File: config.mk
export PLATFORM = sky130hd
export DESIGN_NAME = tone_sequencer_flat
export DESIGN_NICKNAME = d
export VERILOG_FILES = /design/src/rtl/tone_sequencer_if.sv /design/src/rtl/tone_sequencer.sv /design/src/flat_wrapper.sv
export SDC_FILE = /design/constraint.sdc
export NUM_CORES = 1
export LEC_CHECK = 0
export ABC_AREA = 1
export CAP_MARGIN = 40
export CORE_MARGIN = 2
export CORE_UTILIZATION = 28
export CTS_CLUSTER_SIZE = 8
export DETAILED_ROUTE_END_ITERATION = 12
export SLEW_MARGIN = 20
export SYNTH_ARGS = -nofsm -noshare
export SYNTH_HDL_FRONTEND = slang
export SYNTH_SLANG_ARGS = --single-unit
File: constraint.sdc
create_clock -name clk -period 4.3 [get_ports clk]
set_input_delay 1.075 -clock clk [delete_from_list [all_inputs] [get_ports clk]]
set_output_delay 1.075 -clock clk [all_outputs]
set_load 0.02 [all_outputs]
File: src/rtl/tone_sequencer_if.sv
// tone_sequencer_if: push handshake carrying {note, octave, duration} entries into tone_sequencer.
//   in_valid   source offers an entry
//   in_ready   sink can accept an entry
//   in_note    0 or 13..15 = rest, 1..12 = C..B
//   in_octave  frequency multiplier 2^in_octave
//   in_dur     note length in duration ticks
interface tone_sequencer_if #(
    parameter int DUR_W = 12
);
    logic             in_valid;
    logic             in_ready;
    logic [3:0]       in_note;
    logic [1:0]       in_octave;
    logic [DUR_W-1:0] in_dur;
    modport master (output in_valid, in_note, in_octave, in_dur, input in_ready);
    modport slave  (input in_valid, in_note, in_octave, in_dur, output in_ready);
endinterface

File: src/rtl/tone_sequencer.sv
// tone_sequencer: queued piezo tone player; plays FIFO'd {note, octave, dur} entries as square waves.
//   clk, rst      clock, synchronous active-high reset
//   in_if         push handshake (slave side of tone_sequencer_if)
//   play          1 = run, 0 = pause (counters freeze, buzz low)
//   flush         drop current note and empty the FIFO
//   buzz          square-wave output
//   busy          a note is loaded (LOAD/PLAY/GAP)
//   note_done     one-cycle pulse when an entry finishes
//   fifo_count    queued entries
// Optional: define TONE_GAP_EN to insert GAP_TICKS silent ticks after every completed note.
module tone_sequencer #(
    parameter int CLK_HZ     = 50_000_000,
    parameter int TICK_HZ    = 1000,
    parameter int FIFO_DEPTH = 8,
    parameter int DUR_W      = 12,
    parameter int DIV_W      = 26,
    parameter int GAP_TICKS  = 20
) (
    input  logic                        clk,
    input  logic                        rst,
    tone_sequencer_if.slave             in_if,
    input  logic                        play,
    input  logic                        flush,
    output logic                        buzz,
    output logic                        busy,
    output logic                        note_done,
    output logic [$clog2(FIFO_DEPTH):0] fifo_count
);
    localparam int AW       = $clog2(FIFO_DEPTH);
    localparam int TICK_DIV = CLK_HZ / TICK_HZ;
    localparam int PW       = (TICK_DIV > 1) ? $clog2(TICK_DIV) : 1;
    localparam int EW       = DUR_W + 6;
    // Octave-0 half periods indexed by note code; rest codes hold a dummy 1.
    localparam int BASE_HP [16] = '{1,
        CLK_HZ / 524, CLK_HZ / 554, CLK_HZ / 588, CLK_HZ / 622, CLK_HZ / 660, CLK_HZ / 698,
        CLK_HZ / 740, CLK_HZ / 784, CLK_HZ / 830, CLK_HZ / 880, CLK_HZ / 932, CLK_HZ / 988,
        1, 1, 1};

    typedef enum logic [1:0] {IDLE, LOAD, PLAY, GAP} state_t;

    logic [EW-1:0]    mem_q [FIFO_DEPTH];
    logic [AW-1:0]    wr_q, wr_d, rd_q, rd_d;
    logic [AW:0]      cnt_q, cnt_d;
    state_t           st_q, st_d;
    logic [DIV_W-1:0] hp_q, hp_d, tone_q, tone_d;
    logic [PW-1:0]    pre_q, pre_d;
    logic [DUR_W-1:0] left_q, left_d;
    logic             rest_q, rest_d, buzz_q, buzz_d, done_q, done_d;
    logic             push, pop, run, tick, wrap;
    logic [EW-1:0]    head;
    logic [3:0]       head_note;
    logic [1:0]       head_oct;
    int               hp_raw;

    assign in_if.in_ready = !rst && cnt_q != (AW+1)'(FIFO_DEPTH);
    // Flush wins over a same-cycle push and blocks popping.
    assign push      = in_if.in_valid && in_if.in_ready && !flush;
    assign pop       = st_q == IDLE && play && cnt_q != '0 && !flush;
    assign head      = mem_q[rd_q];
    assign head_note = head[EW-1 -: 4];
    assign head_oct  = head[DUR_W +: 2];
    assign hp_raw    = BASE_HP[head_note] >> head_oct;
    assign run       = play && (st_q == PLAY || st_q == GAP);
    assign tick      = run && pre_q == PW'(TICK_DIV - 1);
    assign wrap      = tone_q == hp_q - DIV_W'(1);

    assign buzz       = buzz_q && play;
    assign busy       = st_q != IDLE;
    assign note_done  = done_q;
    assign fifo_count = cnt_q;

    always_comb begin
        wr_d   = wr_q + AW'(push);
        rd_d   = rd_q + AW'(pop);
        cnt_d  = cnt_q + (AW+1)'(push) - (AW+1)'(pop);
        st_d   = st_q;
        hp_d   = hp_q;
        rest_d = rest_q;
        left_d = left_q;
        tone_d = tone_q;
        pre_d  = run ? (tick ? '0 : pre_q + PW'(1)) : pre_q;
        buzz_d = buzz_q;
        done_d = 1'b0;
        case (st_q)
            IDLE: if (pop) begin
                st_d   = LOAD;
                hp_d   = (hp_raw == 0) ? DIV_W'(1) : DIV_W'(hp_raw);
                rest_d = head_note == 4'd0 || head_note > 4'd12;
                left_d = head[DUR_W-1:0];
            end
            LOAD: begin
                tone_d = '0;
                pre_d  = '0;
                buzz_d = 1'b0;
                done_d = left_q == '0;
                st_d   = (left_q == '0) ? IDLE : PLAY;
            end
            PLAY: if (play) begin
                tone_d = wrap ? '0 : tone_q + DIV_W'(1);
                buzz_d = wrap ? !buzz_q && !rest_q : buzz_q;
                if (tick) begin
                    left_d = left_q - DUR_W'(1);
                    if (left_q == DUR_W'(1)) begin
                        buzz_d = 1'b0;
                        done_d = 1'b1;
`ifdef TONE_GAP_EN
                        st_d   = (GAP_TICKS > 0) ? GAP : IDLE;
                        left_d = DUR_W'(GAP_TICKS);
`else
                        st_d   = IDLE;
`endif
                    end
                end
            end
`ifdef TONE_GAP_EN
            GAP: if (tick) begin
                left_d = left_q - DUR_W'(1);
                st_d   = (left_q == DUR_W'(1)) ? IDLE : GAP;
            end
`endif
            default: ;
        endcase
        if (flush) begin
            wr_d   = '0;
            rd_d   = '0;
            cnt_d  = '0;
            st_d   = IDLE;
            buzz_d = 1'b0;
            done_d = 1'b0;
        end
    end

    always_ff @(posedge clk) begin
        if (push) mem_q[wr_q] <= {in_if.in_note, in_if.in_octave, in_if.in_dur};
    end

    always_ff @(posedge clk) begin
        if (rst) begin
            wr_q   <= '0;
            rd_q   <= '0;
            cnt_q  <= '0;
            st_q   <= IDLE;
            hp_q   <= DIV_W'(1);
            rest_q <= 1'b0;
            left_q <= '0;
            tone_q <= '0;
            pre_q  <= '0;
            buzz_q <= 1'b0;
            done_q <= 1'b0;
        end else begin
            wr_q   <= wr_d;
            rd_q   <= rd_d;
            cnt_q  <= cnt_d;
            st_q   <= st_d;
            hp_q   <= hp_d;
            rest_q <= rest_d;
            left_q <= left_d;
            tone_q <= tone_d;
            pre_q  <= pre_d;
            buzz_q <= buzz_d;
            done_q <= done_d;
        end
    end
endmodule

File: src/flat_wrapper.sv
// flat-port wrapper written by rule: the top's interface ports become plain ports
module tone_sequencer_flat 
#(
    parameter int CLK_HZ     = 50_000_000,
    parameter int TICK_HZ    = 1000,
    parameter int FIFO_DEPTH = 8,
    parameter int DUR_W      = 12,
    parameter int DIV_W      = 26,
    parameter int GAP_TICKS  = 20
)
  (clk, rst, play, flush, buzz, busy, note_done, fifo_count, in_if_in_valid, in_if_in_note, in_if_in_octave, in_if_in_dur, in_if_in_ready);
  tone_sequencer_if #(.DUR_W(DUR_W)) in_if_i ();
  input  logic clk;
  input  logic rst;
  input  logic play;
  input  logic flush;
  output logic buzz;
  output logic busy;
  output logic note_done;
  output logic [$clog2(FIFO_DEPTH):0] fifo_count;
  input wire logic [$bits(in_if_i.in_valid)-1:0] in_if_in_valid;
  input wire logic [$bits(in_if_i.in_note)-1:0] in_if_in_note;
  input wire logic [$bits(in_if_i.in_octave)-1:0] in_if_in_octave;
  input wire logic [$bits(in_if_i.in_dur)-1:0] in_if_in_dur;
  output wire logic [$bits(in_if_i.in_ready)-1:0] in_if_in_ready;
  assign in_if_i.in_valid = in_if_in_valid;
  assign in_if_i.in_note = in_if_in_note;
  assign in_if_i.in_octave = in_if_in_octave;
  assign in_if_i.in_dur = in_if_in_dur;
  assign in_if_in_ready = in_if_i.in_ready;
  tone_sequencer #(.CLK_HZ(CLK_HZ), .TICK_HZ(TICK_HZ), .FIFO_DEPTH(FIFO_DEPTH), .DUR_W(DUR_W), .DIV_W(DIV_W), .GAP_TICKS(GAP_TICKS)) u_core (.clk(clk), .rst(rst), .in_if(in_if_i), .play(play), .flush(flush), .buzz(buzz), .busy(busy), .note_done(note_done), .fifo_count(fifo_count));
endmodule
# After elaboration in Yosys (flattened, before gate mapping)
# Memory sizes are Yosys's and may differ from the RTL's. A register that Yosys moved wholly into a read port is not among the register bits.
# Cells that the tools add are included.
# Widths: inputs -> output; s select.
# totals
output_inout_bits	8
ff_bits	95
inputBits	23
mem_bits_rw	144
romBits	512
word_cells	96
memories	2
# op_classes
n_addsub	8
n_eq_ne	11
shifts	1
order_cmp	2
bitwise	1
reduce_logical	31
muxes	29
# mem_list
memory	depth	word_bits	rd	rd_ports_with_merged_regs	wr	line	text
(name not given)	16	32	1	0	0	tone_sequencer.sv:62	assign hp_raw = BASE_HP[head_note] >> head_oct;
u_core.mem_q	8	18	1	1	1	tone_sequencer.sv:41	logic [EW-1:0] mem_q [FIFO_DEPTH];
# op_table
op	n
$mux 26	3
$mux 32	2
$pmux 26 s2	1
$mux 12	3
$logic_not 32->1	1
$shr 32x2->32	1
$add 26x1->26 const B	1
$eq 26x26->1	1
$sub 26x1->26 const B	1
$pmux 12 s2	1
$add 16x1->16 const B	1
$eq 16x16->1 const B	1
$mux 16	1
$eq 12x1->1 const B	1
$logic_not 12->1	1
$sub 12x1->12 const B	1
$logic_and 1x1->1	10
$mux 2	5
$mux 1	9
$add 3x1->3	2
$pmux 2 s3	1
$reduce_bool 2->1	3
$ge 5x5->1 const B	1
$not 4->5	1
20 further kinds	30

# Longest topological paths before layout
# Gate-level depths: netlist (run 1).
# logic_depth
ltp_word	7
ltp_mapped	23
mapped_depth_nobuf	21

# Worst setup path after synthesis (run 1)
# Ideal clock, no wire load.
# synth_timing
path_type	input to register
start	input port rst
end	memory u_core.mem_q[0][0] (netlist bit) (enable)
arrival_time_ns	2.577
n_path_buf	1
cell_stages	6
setup_slack_ns	1.331
cell_sequence	buf_2 > nor2_1 > nand2_1 > nor2_1 > nand2_1 > nor2_1
# synth_via
elab_chain_len	6
# synth_lines
item	line	text
start: declaration	flat_wrapper.sv:14	input logic rst;
$logic_not 1->1	tone_sequencer.sv:55	assign in_if.in_ready = !rst && cnt_q != (AW+1)'(FIFO_DEPTH);
$logic_and 1x1->1	tone_sequencer.sv:55	
$logic_and 1x1->1 (2 in a row)	tone_sequencer.sv:57	assign push = in_if.in_valid && in_if.in_ready && !flush;
$mux 1	tone_sequencer.sv:134	if (push) mem_q[wr_q] <= {in_if.in_note, in_if.in_octave, in_if.in_dur};
$mux 1 (not written as such)	tone_sequencer.sv:134	
end: declaration	tone_sequencer.sv:41	
# Every way passes these cells.

# Final worst setup path (run 1)
# layout_timing
start	input port play
end	output port buzz
# layout_via
elab_chain_len	1
# layout_lines
item	line	text
start: declaration	flat_wrapper.sv:15	input logic play;
$logic_and 1x1->1	tone_sequencer.sv:67	assign buzz = buzz_q && play;
end: declaration	flat_wrapper.sv:17	output logic buzz;
# Every way passes these cells.

==> impl_metrics.yaml, run 1 <==
power_and_ir_drop:
  power_switching_share_pct: 23.9
  power_w: 0.00513
  p_switching_w: 0.00123
  p_seq_share_pct: 46.3
  p_clk_share_pct: 45.9
  p_int_w: 0.00391
  ir_worst_vdd_mv: 0.192
  combPwrFrac_pct: 7.8
  power_per_cell_area_nw_per_um2: 381
  leakagePower_nw: 5.00
cells_and_area:
  stdcell_count: 1923
  finalNetCount: 1429
  fillers: 4311
  layout-drive-gt1-share_pct: 9.47
  final_cell_mix: "283 x nand2_1, 144 x edfxtp_1, 138 x nor2_1"
  final_common_cell: "nand2_1"
  num_antenna_cells: 0
  area_growth_pct: 14.8
sta:
  finalCriticalPeriod_ns: 3.46
  maxSlewViolCount: 0
  tns_ns: 0
  hold_violations: 0
  slew_headroom_pct: 56.8
  timing.fmax_mhz: 289
  setup_viol: 0
  fin_skew_ns: 0.0120
  finalCritPeriodShare_pct: 80.4
  rsz0062_at_grt: "no"
  tightestPinTransition_ns: 0.648
synth:
  synth.cell_area_um2: 11700
  yosys_warnings: 0
  synth_cell_types: 55
  ys.flop_type: "edfxtp_1"
  syn_inst: 1354
  postSynthAreaPerCell_um2: 8.68
  synthArstFlopShare_pct: 0
  synth_seq_cells: 230
  synth_seq_area_share_pct: 51.5
  synth-edff-count: 144
  synthesis.nets: 1402
floorplan:
  die_h_um: 209
  core_um2: 41700
  start_util_pct: 28.2
  pin_count: 31
  num_rows: 75
  die_w_um: 209
  die-area_um2: 43600
routing:
  ant_nets: 0
  drt-vias-per-instance: 4.79
  drt-total-wl_mm: 27.9
  first_pass_iters: 5
  dr.first_iter.drc_count: 618
  drc: 0
  wl_per_cell_um: 14.5
  vias: 9206
worst_hold_path:
  worstHoldPathType: "reg2reg"
critical_path:
  startpoint_type: "input port"
  arrival_ns: 2.38
  crit_fanout: 5
  worstPathRequired_ns: 3.22
  crit_type: "in2out"
  reg2reg_slack_ns: 1.18
  critPathCaptureType: "output pin"
clock_tree:
  cts_tree: "done"
  cts_buffer_depth: 3
  cts_setup_buffers: 0
  root_buffer: "clkbuf_16"
  cts.repair.resized: 0
  clock_latency_ns: 0.52
  cts.sinks: 230
  path_clk_slew_ns: 0.05
  postCtsHoldBufs: 0
  numCtsBuffers: 34
  htree_levels: 2
grt:
  grt_pass1_wl_mm: 45.4
  grt_pass1_vias: 8809
  overflow: 0
  grtUsageTotal_pct: 12.8
  antenna_found_initial: 0
  grt_max_degree: 73
place:
  routabilityCongestion: 0.835
  hpwl_mm: 18.4
  dp.cells: 1884
  place.port_buffers: 30
run_status:
  status: "finished, final reports clean"
job:
  max_cap_violations: 0
-- layer usage --
layer	vias to the layer above	global-route usage (%)	routed length (µm)
met4	0	3.40	539
met5	-	0	0
met2	172	20.7	12700
li1	4633	-	-
met1	4357	17.9	13600
met3	44	2.03	1070
-- stage by stage --
stage	hold slack (ns)	util (%)	instance area, µm²	worst slack (ns)
after floorplan	0.435	-	11700	1.33
after global placement	0.447	30.2	12600	0.834
after detailed placement	0.458	30.2	12600	0.707
after CTS	0.465	32.4	13500	0.844
after global routing	0.487	32.4	13500	0.796
final	0.459	32.4	13500	0.842
-- registers in the layout, summed over array words and instances (netlist names), 2 cells and up --
register / cells
u_core.mem_q: 144
u_core.pre_q: 16
u_core.tone_q: 26
u_core.st_q: 2
u_core.hp_q: 17
u_core.rd_q: 3
u_core.left_q: 12
u_core.fifo_count: 4
u_core.wr_q: 3
-- synth_stat cells (all sizes together), types with 16 or more instances --
master	n	share of area, %
buf	28	1.7
a21oi	71	3.3
ha	24	2.6
xor2	28	2.1
dfxtp	86	15
o21ai	97	4.2
o22ai	16	0.85
nand3	135	6.3
nand4	22	1.3
nand2	289	9.4
edfxtp	144	37
clkbuf	31	0.99
inv	128	4.1
nor2	153	5.2
nor3	27	1.6
-- path summary, 6_finish.rpt --
check	end	startpoint	cells past startpoint
worst min register to register	u_core.pre_q[15]	u_core.pre_q[15]	2
worst min-delay path	u_core.pre_q[15]	u_core.pre_q[15]	2
worst max-delay path	buzz	play	4
worst max register to register	u_core.hp_q[0]	u_core.rd_q[0]	19
-- critical path, stage by stage --
cell             delay [ns]
clkdlybuf4s50_1        0.59
nand2_1                0.08
inv_1                  0.05
clkdlybuf4s50_1        0.58
-- cell families (layout without fill, tap and decap cells) --
| logic type | after synthesis | count (layout) | share of synthesized area [%] |
|---|---|---|---|
| flip-flops | 230 | 230 | 51.5 |
| XOR/XNOR | 39 | 39 | 2.91 |
| AND/OR/NAND/NOR | 654 | 654 | 25.5 |
| buffers and inverters | 189 | 219 | 6.91 |
| AO/OA/AOI/OAI | 217 | 217 | 10.5 |
| adder cells (fa/ha/maj) | 25 | 25 | 2.73 |
-- area by class of cell --
cell class	instances	area [µm²]	share of cell area [%]
flip-flops and latches	230	6050	44.8
multi-input cells	935	4910	36.4
clock buffers	36	858	6.36
clock inverters	3	58.8	0.436
repair buffers	50	445	3.30
inverters	130	493	3.65
well taps	539	674	5.00
-- power by group through the flow --
| stage | Combinational, W | Sequential, W | Clock, W |
|---|---|---|---|
| final | 0.000400 | 0.00238 | 0.00235 |
| after CTS | 0.000403 | 0.00238 | 0.00242 |
| after global routing | 0.000451 | 0.00238 | 0.00251 |
| after global placement | 0.000396 | 0.00242 | 0 |
| after detailed placement | 0.000401 | 0.00242 | 0 |
| after floorplan | 0.000314 | 0.00242 | 0 |
No activity file was read; power rests on OpenSTA's default activity.
==> inputs of run 2 (changes only) <==
clock period = 3.1 ns   (was 4.3 ns; I/O delays follow)
==> impl_metrics.yaml, run 2 (synthesis gave the netlist of run 1 again) <==
run_status:
  status: "finished, final reports clean"
cells_and_area:
  final_common_cell: "nand2_1"
  regMostFlops: "u_core.mem_q"
  layout-drive-gt1-share_pct: 10.6
  postLayoutCellArea_um2: 13700
  top_regs: "u_core.mem_q x144, u_core.tone_q x26, u_core.hp_q x17"
  largest_reg_flops: 144
  final_cell_mix: "283 x nand2_1, 144 x edfxtp_1, 138 x nor2_1"
  area_growth_pct: 16.7
  num_antenna_cells: 0
  finalNetCount: 1448
  stdcell_count: 1949
critical_path:
  arrival_ns: 2.07
  startpoint_type: "input port"
  reg2reg_slack_ns: 0.33
  worstPathRequired_ns: 2.32
  crit_type: "in2out"
  critPathCaptureType: "output pin"
  crit_fanout: 5
  r2r-start: "u_core.rd_q[0]"
  reg2regPathDepth: 17
  r2r-end: "u_core.hp_q[0]"
grt:
  grt_pass1_vias: 9026
  antenna_found_initial: 0
  grt_pass1_wl_mm: 46.0
  overflow: 0
  grt_max_degree: 45
  grtUsageTotal_pct: 12.9
place:
  hpwl_mm: 19.0
  dp.cells: 1903
  routabilityCongestion: 0.841
  dpl_cell_area_um2: 12800
  place.port_buffers: 30
routing:
  wl_per_cell_um: 14.3
  first_pass_iters: 5
  drc: 0
  dr.first_iter.drc_count: 651
  ant_nets: 0
  vias: 9333
  drt-vias-per-instance: 4.79
  drt-total-wl_mm: 27.9
power_and_ir_drop:
  p_seq_share_pct: 46.0
  p_int_w: 0.00545
  ir_worst_vdd_mv: 0.288
  power_switching_share_pct: 24.0
  p_switching_w: 0.00172
  power_per_cell_area_nw_per_um2: 523
  combPwrFrac_pct: 7.8
  leakagePower_nw: 5.11
  p_clk_share_pct: 46.2
floorplan:
  start_util_pct: 28.2
  die-area_um2: 43600
  die_w_um: 209
  pin_count: 31
  die_h_um: 209
  core_um2: 41700
  num_rows: 75
clock_tree:
  cts_buffer_depth: 3
  numCtsBuffers: 34
  cts_tree: "done"
  path_clk_slew_ns: 0.05
  cts_setup_buffers: 0
  clock_latency_ns: 0.52
  htree_levels: 2
  cts.repair.resized: 0
  cts.sinks: 230
  postCtsHoldBufs: 0
  root_buffer: "clkbuf_16"
sta:
  fin_skew_ns: 0.0204
  timing.fmax_mhz: 352
  slew_headroom_pct: 62.2
  setup_viol: 0
  tns_ns: 0
  maxSlewViolCount: 0
  hold_violations: 0
  tightestPinTransition_ns: 0.562
  finalCriticalPeriod_ns: 2.84
  rsz0062_at_grt: "no"
  finalCritPeriodShare_pct: 91.6
job:
  max_cap_violations: 0
worst_hold_path:
  min_path_cells: 2
  worstHoldPathType: "reg2reg"
  hold_path_end: "u_core.pre_q[15]"
  min_from: "u_core.pre_q[15]"
-- run 2: metrics by stage --
stage	worst slack [ns]	power, W	utilization (%)	hold WS, ns
finish	0.260	0.00717	32.9	0.463
global route	0.0813	0.00743	32.9	0.487
CTS	0.241	0.00725	32.9	0.463
detailed placement	0.111	0.00391	30.7	0.455
global placement	0.123	0.00390	30.6	0.466
floorplan	0.431	0.00379	-	0.435
-- run 2: per-layer routing --
layer,up-vias,wire (µm),share of wire [%],global-route usage [%]
li1,4672,-,-,-
met1,4410,13500,48,17.3
met2,196,12500,45,20.9
met3,55,1390,5.0,2.75
met4,0,617,2.2,4.14
met5,-,0,0,0
-- run 2: area by class of cell --
cell class / count / area [µm²]
inverters: 130 / 493
repair buffers: 69 / 658
well taps: 539 / 674
clock inverters: 2 / 36.3
clock buffers: 44 / 888
fillers: 4286 / 28000
multi-input cells: 935 / 4910
flip-flops and latches: 230 / 6050
-- run 2: power groups by stage --
stage | combinational (W) | sequential (W) | clock, W
after floorplan | 0.000436 | 0.00335 | 0
after global placement | 0.000546 | 0.00336 | 0
after detailed placement | 0.000555 | 0.00336 | 0
after CTS | 0.000557 | 0.00330 | 0.00340
after global routing | 0.000627 | 0.00330 | 0.00351
final | 0.000555 | 0.00330 | 0.00331
-- run 2: worst max path at each step --
stage                         from                  to  slack, ns  depth (start not counted)
floorplan                      rst  u_core.mem_q[0][0]       0.43                          6
global placement              play    u_core.pre_q[15]       0.12                         14
detailed placement            play    u_core.pre_q[15]       0.11                         14
CTS                           play                buzz       0.24                          4
global route        u_core.rd_q[0]      u_core.hp_q[0]       0.08                         19
finish                        play                buzz       0.26                          4
-- run 2: critical path: stages --
cell	delay, ns
clkdlybuf4s50_1	0.57
nand2_1	0.08
inv_1	0.05
clkdlybuf4s50_1	0.59
